==> src/rtl/vip_pkg.sv <==
// Shared types and constants for the median-filter frame controller.
package vip_pkg;

  localparam int W_BITS_DEF = 11;
  localparam int Y_BITS_DEF = 8;

  typedef enum logic [1:0] {
    IDLE       = 2'd0,
    FRAME_WAIT = 2'd1,
    LINE       = 2'd2,
    LINE_GAP   = 2'd3
  } state_t;

  localparam logic [1:0] ERR_NONE = 2'b00;
  localparam logic [1:0] ERR_LINE = 2'b01;
  localparam logic [1:0] ERR_ROWS = 2'b10;
  localparam logic [1:0] ERR_BOTH = 2'b11;

endpackage

==> src/rtl/vip_edge_detect.sv <==
// Registers a 1-bit signal and flags its rising and falling edges in the
// cycle the new level is first seen.
module vip_edge_detect #(
  parameter logic RST_VAL = 1'b0
) (
  input  logic clk,
  input  logic rst,
  input  logic i_sig,
  output logic o_rise,
  output logic o_fall
);

  logic r_sig;

  always_ff @(posedge clk) begin
    if (rst) r_sig <= RST_VAL;
    else     r_sig <= i_sig;
  end

  assign o_rise = i_sig & ~r_sig;
  assign o_fall = ~i_sig & r_sig;

endmodule

==> src/rtl/vip_median_frame_ctrl.sv <==
// Frame controller behind the 3x3 median filter: shadows config per frame,
// tracks pixel position, overrides the border ring and checks geometry.
module vip_median_frame_ctrl
  import vip_pkg::*;
#(
  parameter int W_BITS    = W_BITS_DEF,
  parameter int Y_BITS    = Y_BITS_DEF,
  parameter int FCNT_BITS = 16
) (
  input  logic                 clk,
  input  logic                 rst,
  input  logic [W_BITS-1:0]    cfg_width,
  input  logic [W_BITS-1:0]    cfg_height,
  input  logic                 cfg_border_mode,
  input  logic [Y_BITS-1:0]    cfg_border_val,
  input  logic                 err_clr,
  input  logic                 in_frame_vsync,
  input  logic                 in_frame_href,
  input  logic                 in_frame_clken,
  input  logic [Y_BITS-1:0]    in_img_y,
  output logic                 out_frame_vsync,
  output logic                 out_frame_href,
  output logic                 out_frame_clken,
  output logic [Y_BITS-1:0]    out_img_y,
  output logic                 frame_done,
  output logic [FCNT_BITS-1:0] frame_cnt,
  output logic                 err_sticky,
  output logic [1:0]           err_code
);

  localparam logic [W_BITS-1:0]    W_ONE = {{(W_BITS-1){1'b0}}, 1'b1};
  localparam logic [FCNT_BITS-1:0] F_ONE = {{(FCNT_BITS-1){1'b0}}, 1'b1};

  state_t r_state, w_state_next;

  logic w_vs_rise, w_vs_fall, w_href_rise, w_href_fall;

  logic [W_BITS-1:0] r_width, r_height;
  logic              r_mode;
  logic [Y_BITS-1:0] r_val;
  logic [W_BITS-1:0] r_col, r_row;

  logic              r_vsync, r_href, r_clken, r_frame_done;
  logic [Y_BITS-1:0] r_y;
  logic [FCNT_BITS-1:0] r_frame_cnt;
  logic [1:0]        r_err;

  logic              w_start, w_active, w_pix, w_border;
  logic              w_line_end, w_frame_end;
  logic [W_BITS-1:0] w_width, w_height, w_col_inc, w_row_inc, w_row_final;
  logic              w_mode;
  logic [Y_BITS-1:0] w_val;
  logic [1:0]        w_new_err;

  // vsync history resets high so a reset taken mid-frame never sees a
  // spurious rise; the frame resumes only after vsync drops and rises again.
  vip_edge_detect #(.RST_VAL(1'b1)) u_vs_edge (
    .clk    (clk),
    .rst    (rst),
    .i_sig  (in_frame_vsync),
    .o_rise (w_vs_rise),
    .o_fall (w_vs_fall)
  );

  vip_edge_detect #(.RST_VAL(1'b0)) u_href_edge (
    .clk    (clk),
    .rst    (rst),
    .i_sig  (in_frame_href),
    .o_rise (w_href_rise),
    .o_fall (w_href_fall)
  );

  assign w_start     = w_vs_rise & (r_state == IDLE);
  assign w_active    = (r_state != IDLE) | w_start;
  assign w_pix       = w_active & in_frame_vsync & in_frame_href & in_frame_clken;
  assign w_line_end  = (r_state == LINE) & (w_href_fall | w_vs_fall);
  assign w_frame_end = (r_state != IDLE) & w_vs_fall;

  // The start cycle may already carry a pixel, so it sees the live config.
  assign w_width  = w_start ? cfg_width       : r_width;
  assign w_height = w_start ? cfg_height      : r_height;
  assign w_mode   = w_start ? cfg_border_mode : r_mode;
  assign w_val    = w_start ? cfg_border_val  : r_val;

  assign w_col_inc   = (r_col == '1) ? r_col : r_col + W_ONE;
  assign w_row_inc   = (r_row == '1) ? r_row : r_row + W_ONE;
  assign w_row_final = w_line_end ? w_row_inc : r_row;

  assign w_border = (r_row == '0) | (r_row == w_height - W_ONE) |
                    (r_col == '0) | (r_col == w_width - W_ONE);

  assign w_new_err = {w_frame_end & (w_row_final != r_height),
                      w_line_end  & (r_col != r_width)};

  always_comb begin
    w_state_next = r_state;
    case (r_state)
      IDLE:       if (w_start) w_state_next = in_frame_href ? LINE : FRAME_WAIT;
      FRAME_WAIT: if (in_frame_href) w_state_next = LINE;
      LINE:       if (w_href_fall) w_state_next = LINE_GAP;
      LINE_GAP:   if (w_href_rise) w_state_next = LINE;
      default:    w_state_next = IDLE;
    endcase
    if (w_frame_end) w_state_next = IDLE;
  end

  always_ff @(posedge clk) begin
    if (rst) begin
      r_state  <= IDLE;
      r_width  <= '0;
      r_height <= '0;
      r_mode   <= 1'b0;
      r_val    <= '0;
      r_col    <= '0;
      r_row    <= '0;
    end else begin
      r_state <= w_state_next;
      if (w_start) begin
        r_width  <= cfg_width;
        r_height <= cfg_height;
        r_mode   <= cfg_border_mode;
        r_val    <= cfg_border_val;
      end
      if (w_frame_end | w_line_end) r_col <= '0;
      else if (w_pix)               r_col <= w_col_inc;
      if (w_frame_end)     r_row <= '0;
      else if (w_line_end) r_row <= w_row_inc;
    end
  end

  always_ff @(posedge clk) begin
    if (rst) begin
      r_vsync      <= 1'b0;
      r_href       <= 1'b0;
      r_clken      <= 1'b0;
      r_y          <= '0;
      r_frame_done <= 1'b0;
      r_frame_cnt  <= '0;
      r_err        <= ERR_NONE;
    end else begin
      r_vsync      <= in_frame_vsync;
      r_href       <= in_frame_href;
      r_clken      <= in_frame_clken;
      r_y          <= (w_pix & w_border & w_mode) ? w_val : in_img_y;
      r_frame_done <= w_frame_end;
      if (w_frame_end) r_frame_cnt <= r_frame_cnt + F_ONE;
      // New errors win over a simultaneous clear.
      r_err <= (r_err & ~(err_clr ? ERR_BOTH : ERR_NONE)) | w_new_err;
    end
  end

  assign out_frame_vsync = r_vsync;
  assign out_frame_href  = r_href;
  assign out_frame_clken = r_clken;
  assign out_img_y       = r_y;
  assign frame_done      = r_frame_done;
  assign frame_cnt       = r_frame_cnt;
  assign err_code        = r_err;
  assign err_sticky      = |r_err;

endmodule
==> config.mk <==
export PLATFORM = sky130hd
export DESIGN_NAME = vip_median_frame_ctrl
export DESIGN_NICKNAME = d
export VERILOG_FILES = /design/src/rtl/vip_pkg.sv /design/src/rtl/vip_edge_detect.sv /design/src/rtl/vip_median_frame_ctrl.sv
export SDC_FILE = /design/constraint.sdc
export NUM_CORES = 1
export LEC_CHECK = 0
export BUFFER_PORTS_ARGS = -buffer_cell sky130_fd_sc_hd__buf_2
export CORE_MARGIN = 10
export CORE_UTILIZATION = 30
export CTS_CLUSTER_SIZE = 12
export DETAILED_ROUTE_END_ITERATION = 10
export PLACE_DENSITY = 0.54
export SYNTH_ARGS = -nofsm -noshare
export SYNTH_HDL_FRONTEND = slang
export SYNTH_SLANG_ARGS = --single-unit
==> constraint.sdc <==
create_clock -name clk -period 10.6 [get_ports clk]
set_input_delay 1.06 -clock clk [delete_from_list [all_inputs] [get_ports clk]]
set_output_delay 1.06 -clock clk [all_outputs]
set_load 0.005 [all_outputs]
==> flow_metrics.tcl <==
set metrics [dict create \
    synth-warning-count 0 \
    critical_path_arrival_ns 4.95 \
    synth_mux_area_share_pct 7.79 \
    totalNegativeSetupSlack_ns 0 \
    clk_pin_slew_ns 0.06 \
    overall_power_after_layout_mw 0.746 \
    clk_path_buf_depth 2 \
    hp-class "reg -> reg" \
    timing.critical_path.to_type "register" \
    post_cts.resized_instances 0 \
    die_w_um 146 \
    port_buffers 75 \
    timing.final.crit_period_ns 4.71 \
    worst_setup_path_start_kind "primary input" \
    initial_utilization_pct 30.9 \
    slew-limit-headroom_pct 55.1 \
    fmax_mhz 212 \
    synth-async-reset-ratio_pct 0 \
    detail-route-antenna-nets 0 \
    worst-endpoint-required_ns 10.84 \
    most_common_flop_cell_mapped_by_yosys "sky130_fd_sc_hd__dfxtp_1" \
    synth_compound_area_share_pct 9.85 \
    setup_violations 0 \
    synth_top_family_by_area "simple AND/OR/NAND/NOR gates" \
    hold_path_depth 2 \
    routed_wirelength_um 13200 \
    finalCritPeriodShare_pct 44.4 \
    grt_pass1_vias 4188 \
    final_nets 674 \
    clock_tree_from_tritoncts "yes" \
    maximum_fanout_count_along_the_critical_path 41 \
    timing.reg2reg.setup_slack_ns 6.28 \
    netlist-cell-type-count 62 \
    fin_worst_skew_ns 0.00768 \
    timing.critical_path.cells "buf_2 > or4b_2 > buf_4 > mux2i_2 > ha_1 > or4b_2 > nor3_1 > a21oi_1 > or3_1 > o22ai_1 > nor3_1 > o21ai_4 > mux2_2" \
    routabilityCongestion 0.857 \
    seq_area_frac_synth_pct 36.4 \
    cts_hold_repair.buffers 0 \
    peakVddDrop_mv 0.0801 \
    rr_endpoint "out_img_y[2]" \
    grt_setup_unrepaired "false" \
    synth.ff_latch_count 86 \
    timing.hold.worst_endpoint "r_val[0]" \
    drt-vias-per-instance 4.94 \
    synth.net_count 617 \
    vias 4144 \
    run_status "complete, no violations" \
    synth_edf_count 0 \
    max_slew.worst_pin.slew_ns 0.673 \
    critPathMaxStageDelay_ns 0.62 \
    cellLeakagePower_nw 2.15 \
    cts-root-buf "sky130_fd_sc_hd__clkbuf_16" \
    p_per_area_nw_per_um2 134 \
    drc_errors 0 \
    synth_cells 565 \
    worst_skew_pair.late_latency_ns 0.35 \
    path_class "in -> reg" \
    maxSlewViolCount 0 \
    syn_to_final_growth_pct 17.5 \
    numCtsBuffers 9 \
    synth-simple-area-share_pct 25.5 \
    synth_fa_ha_area_share_pct 1.85 \
    worstRegToRegCells 12 \
    placedCellCount 822 \
    post_synth.cell_area_avg_um2 8.38 \
    hpwl_um 10000 \
    firstDrtPassIters 5 \
    final-hold-violation-count 0 \
    cap_violations 0 \
    avgRoutedWirePerCell_um 15.8 \
    critical_path_buf_inv_count 2 \
    rr_startpoint "r_state[0]" \
    number_of_antenna_violations_at_the_first_check_in_global_routing 1 \
    globalRouteOverflowTotal 0 \
    detailedRoute.firstIterationViolations 216 \
    grt_first_pass_wirelength_um 21500 \
    layout-drive-gt1-share_pct 18.8 \
    source_of_the_worst_hold_timing_path "r_val[0]" \
    maximum_number_of_pins_on_one_net_before_global_route_repair 65 \
    core_area_um2 15300 \
    groute.usage.overall_pct 12.3 \
    htreeDepth 3 \
    worst_path_dominant_cell_family "simple AND/OR/NAND/NOR gates" \
    synth_xor_area_share_pct 14.8 \
    std_cell_rows 45 \
    finalNonFillerCells 839 \
    top_level_ports 76 \
    die_span_y_um 146 \
    clkSinkCount 86 \
    crit_slowest_cell "sky130_fd_sc_hd__or4b_2" \
    die_area_um2 21200 \
    netlist_area_um2 4740 \
    postcts_setup_bufs 0 \
]
## through the flow
stage / util [%] / hold WS [ns] / setup WS (ns) / cell area, um^2
2_1_floorplan: - / 0.435 / 5.69 / 4740
3_3_place_gp: 34.4 / 0.454 / 5.63 / 5270
3_5_place_dp: 34.4 / 0.456 / 5.52 / 5270
4_1_cts: 36.3 / 0.465 / 5.91 / 5560
5_1_grt: 36.3 / 0.484 / 5.71 / 5560
6_report: 36.3 / 0.462 / 5.89 / 5570
## worst max path at each step
stage / from / end / slack (ns) / depth (start not counted)
after floorplan: in_frame_vsync / out_img_y[1] / 5.69 / 16
after global placement: in_frame_vsync / out_img_y[2] / 5.63 / 13
after detailed placement: in_frame_vsync / out_img_y[2] / 5.52 / 13
after CTS: in_frame_vsync / out_img_y[2] / 5.91 / 13
after global routing: in_frame_vsync / out_img_y[7] / 5.71 / 13
final: in_frame_vsync / out_img_y[2] / 5.89 / 13
## cells in the final DEF, fill, tap and decap left out, types with 8 or more instances in the layout
master and instances:
sky130_fd_sc_hd__nor2b_1 12, sky130_fd_sc_hd__dfxtp_1 86, sky130_fd_sc_hd__xor2_1 31, sky130_fd_sc_hd__mux2_2 8
sky130_fd_sc_hd__nand2_1 52, sky130_fd_sc_hd__nand4_1 15, sky130_fd_sc_hd__inv_1 12, sky130_fd_sc_hd__a21oi_1 29
sky130_fd_sc_hd__mux2i_1 24, sky130_fd_sc_hd__xnor2_1 49, sky130_fd_sc_hd__clkbuf_16 9, sky130_fd_sc_hd__nor3_1 29
sky130_fd_sc_hd__or3_1 12, sky130_fd_sc_hd__buf_2 75, sky130_fd_sc_hd__nor2_1 65, sky130_fd_sc_hd__o21ai_0 12
sky130_fd_sc_hd__nand3_1 18
## Yosys cell counts, drive strengths merged (2+ instances only)
cell | n | area share [%]
or3 | 12 | 1.6
o211ai | 2 | 0.32
o21ai | 14 | 1.8
and2 | 3 | 0.40
nand4b | 4 | 0.74
xor2 | 31 | 5.7
xnor2 | 49 | 9.1
nor3 | 29 | 3.1
a21o | 2 | 0.32
nor3b | 2 | 0.32
ha | 7 | 1.8
nand4 | 15 | 2.0
o31ai | 2 | 0.32
nor4 | 5 | 0.66
nor4b | 3 | 0.55
or4b | 2 | 0.42
buf | 10 | 1.1
nand3 | 18 | 1.9
nand2b | 6 | 0.79
or4 | 3 | 0.55
nor2 | 65 | 5.2
inv | 12 | 0.95
and4 | 3 | 0.55
mux2i | 26 | 5.7
dfxtp | 86 | 36
nand2 | 52 | 4.1
o22ai | 2 | 0.26
clkbuf | 22 | 1.7
nor2b | 12 | 1.6
a31o | 2 | 0.37
a211oi | 2 | 0.32
a21oi | 29 | 3.1
mux2 | 9 | 2.1
and3 | 2 | 0.26
or2 | 4 | 0.53
a32oi | 2 | 0.37
## kinds of logic (layout without fill, tap and decap cells)
family | Yosys count | count (layout)
fa+ha+maj | 7 | 7
other cells | 0 | 1
buf+inv | 44 | 106
flops | 86 | 86
xor+xnor | 80 | 80
compound gates | 71 | 71
mux | 35 | 35
simple gates | 242 | 242
## final cells by class
cell class / instances / area (um^2)
fillers: 1626 / 9750
multi-input cells: 435 / 2840
flip-flops and latches: 86 / 1720
repair buffers: 78 / 398
well taps: 211 / 264
clock buffers: 11 / 253
inverters: 12 / 45.0
clock inverters: 5 / 42.5
diodes: 1 / 2.50
## metal layers
layer  wire, um  vias up  GRT usage, %
met5          0        -             0
met4        134        0          3.59
li1           -     2072             -
met2       6270       79          19.9
met3        658       11          4.35
met1       6180     1982          15.1
## sequential cells by signal, indices dropped and copies added, names as in the netlist
signal / count
r_val: 8
out_img_y: 8
r_height: 11
r_width: 11
u_vs_edge.r_sig: 1
out_frame_vsync: 1
frame_done: 1
out_frame_clken: 1
frame_cnt: 16
r_mode: 1
r_row: 11
r_col: 11
out_frame_href: 1
err_code: 2
r_state: 2
## power breakdown
| part | total (mW) | internal (mW) | switching (mW) |
|---|---|---|---|
| registers | 0.338 | 0.331 | 0.00692 |
| clock network | 0.311 | 0.174 | 0.137 |
| logic | 0.0969 | 0.0434 | 0.0535 |
| total | 0.746 | 0.548 | 0.198 |
## worst reg2reg max path, stage by stage, from the launching register on
cell and delay [ns]:
sky130_fd_sc_hd__dfxtp_1 0.36, sky130_fd_sc_hd__or4b_2 0.67, sky130_fd_sc_hd__buf_4 0.31, sky130_fd_sc_hd__mux2i_2 0.37, sky130_fd_sc_hd__ha_1 0.27, sky130_fd_sc_hd__or4b_2 0.62
sky130_fd_sc_hd__nor3_1 0.15, sky130_fd_sc_hd__a21oi_1 0.09, sky130_fd_sc_hd__or3_1 0.37, sky130_fd_sc_hd__o22ai_1 0.17, sky130_fd_sc_hd__nor3_1 0.10, sky130_fd_sc_hd__o21ai_4 0.33
sky130_fd_sc_hd__mux2_2 0.39
Power figures use the tool's default switching activity.
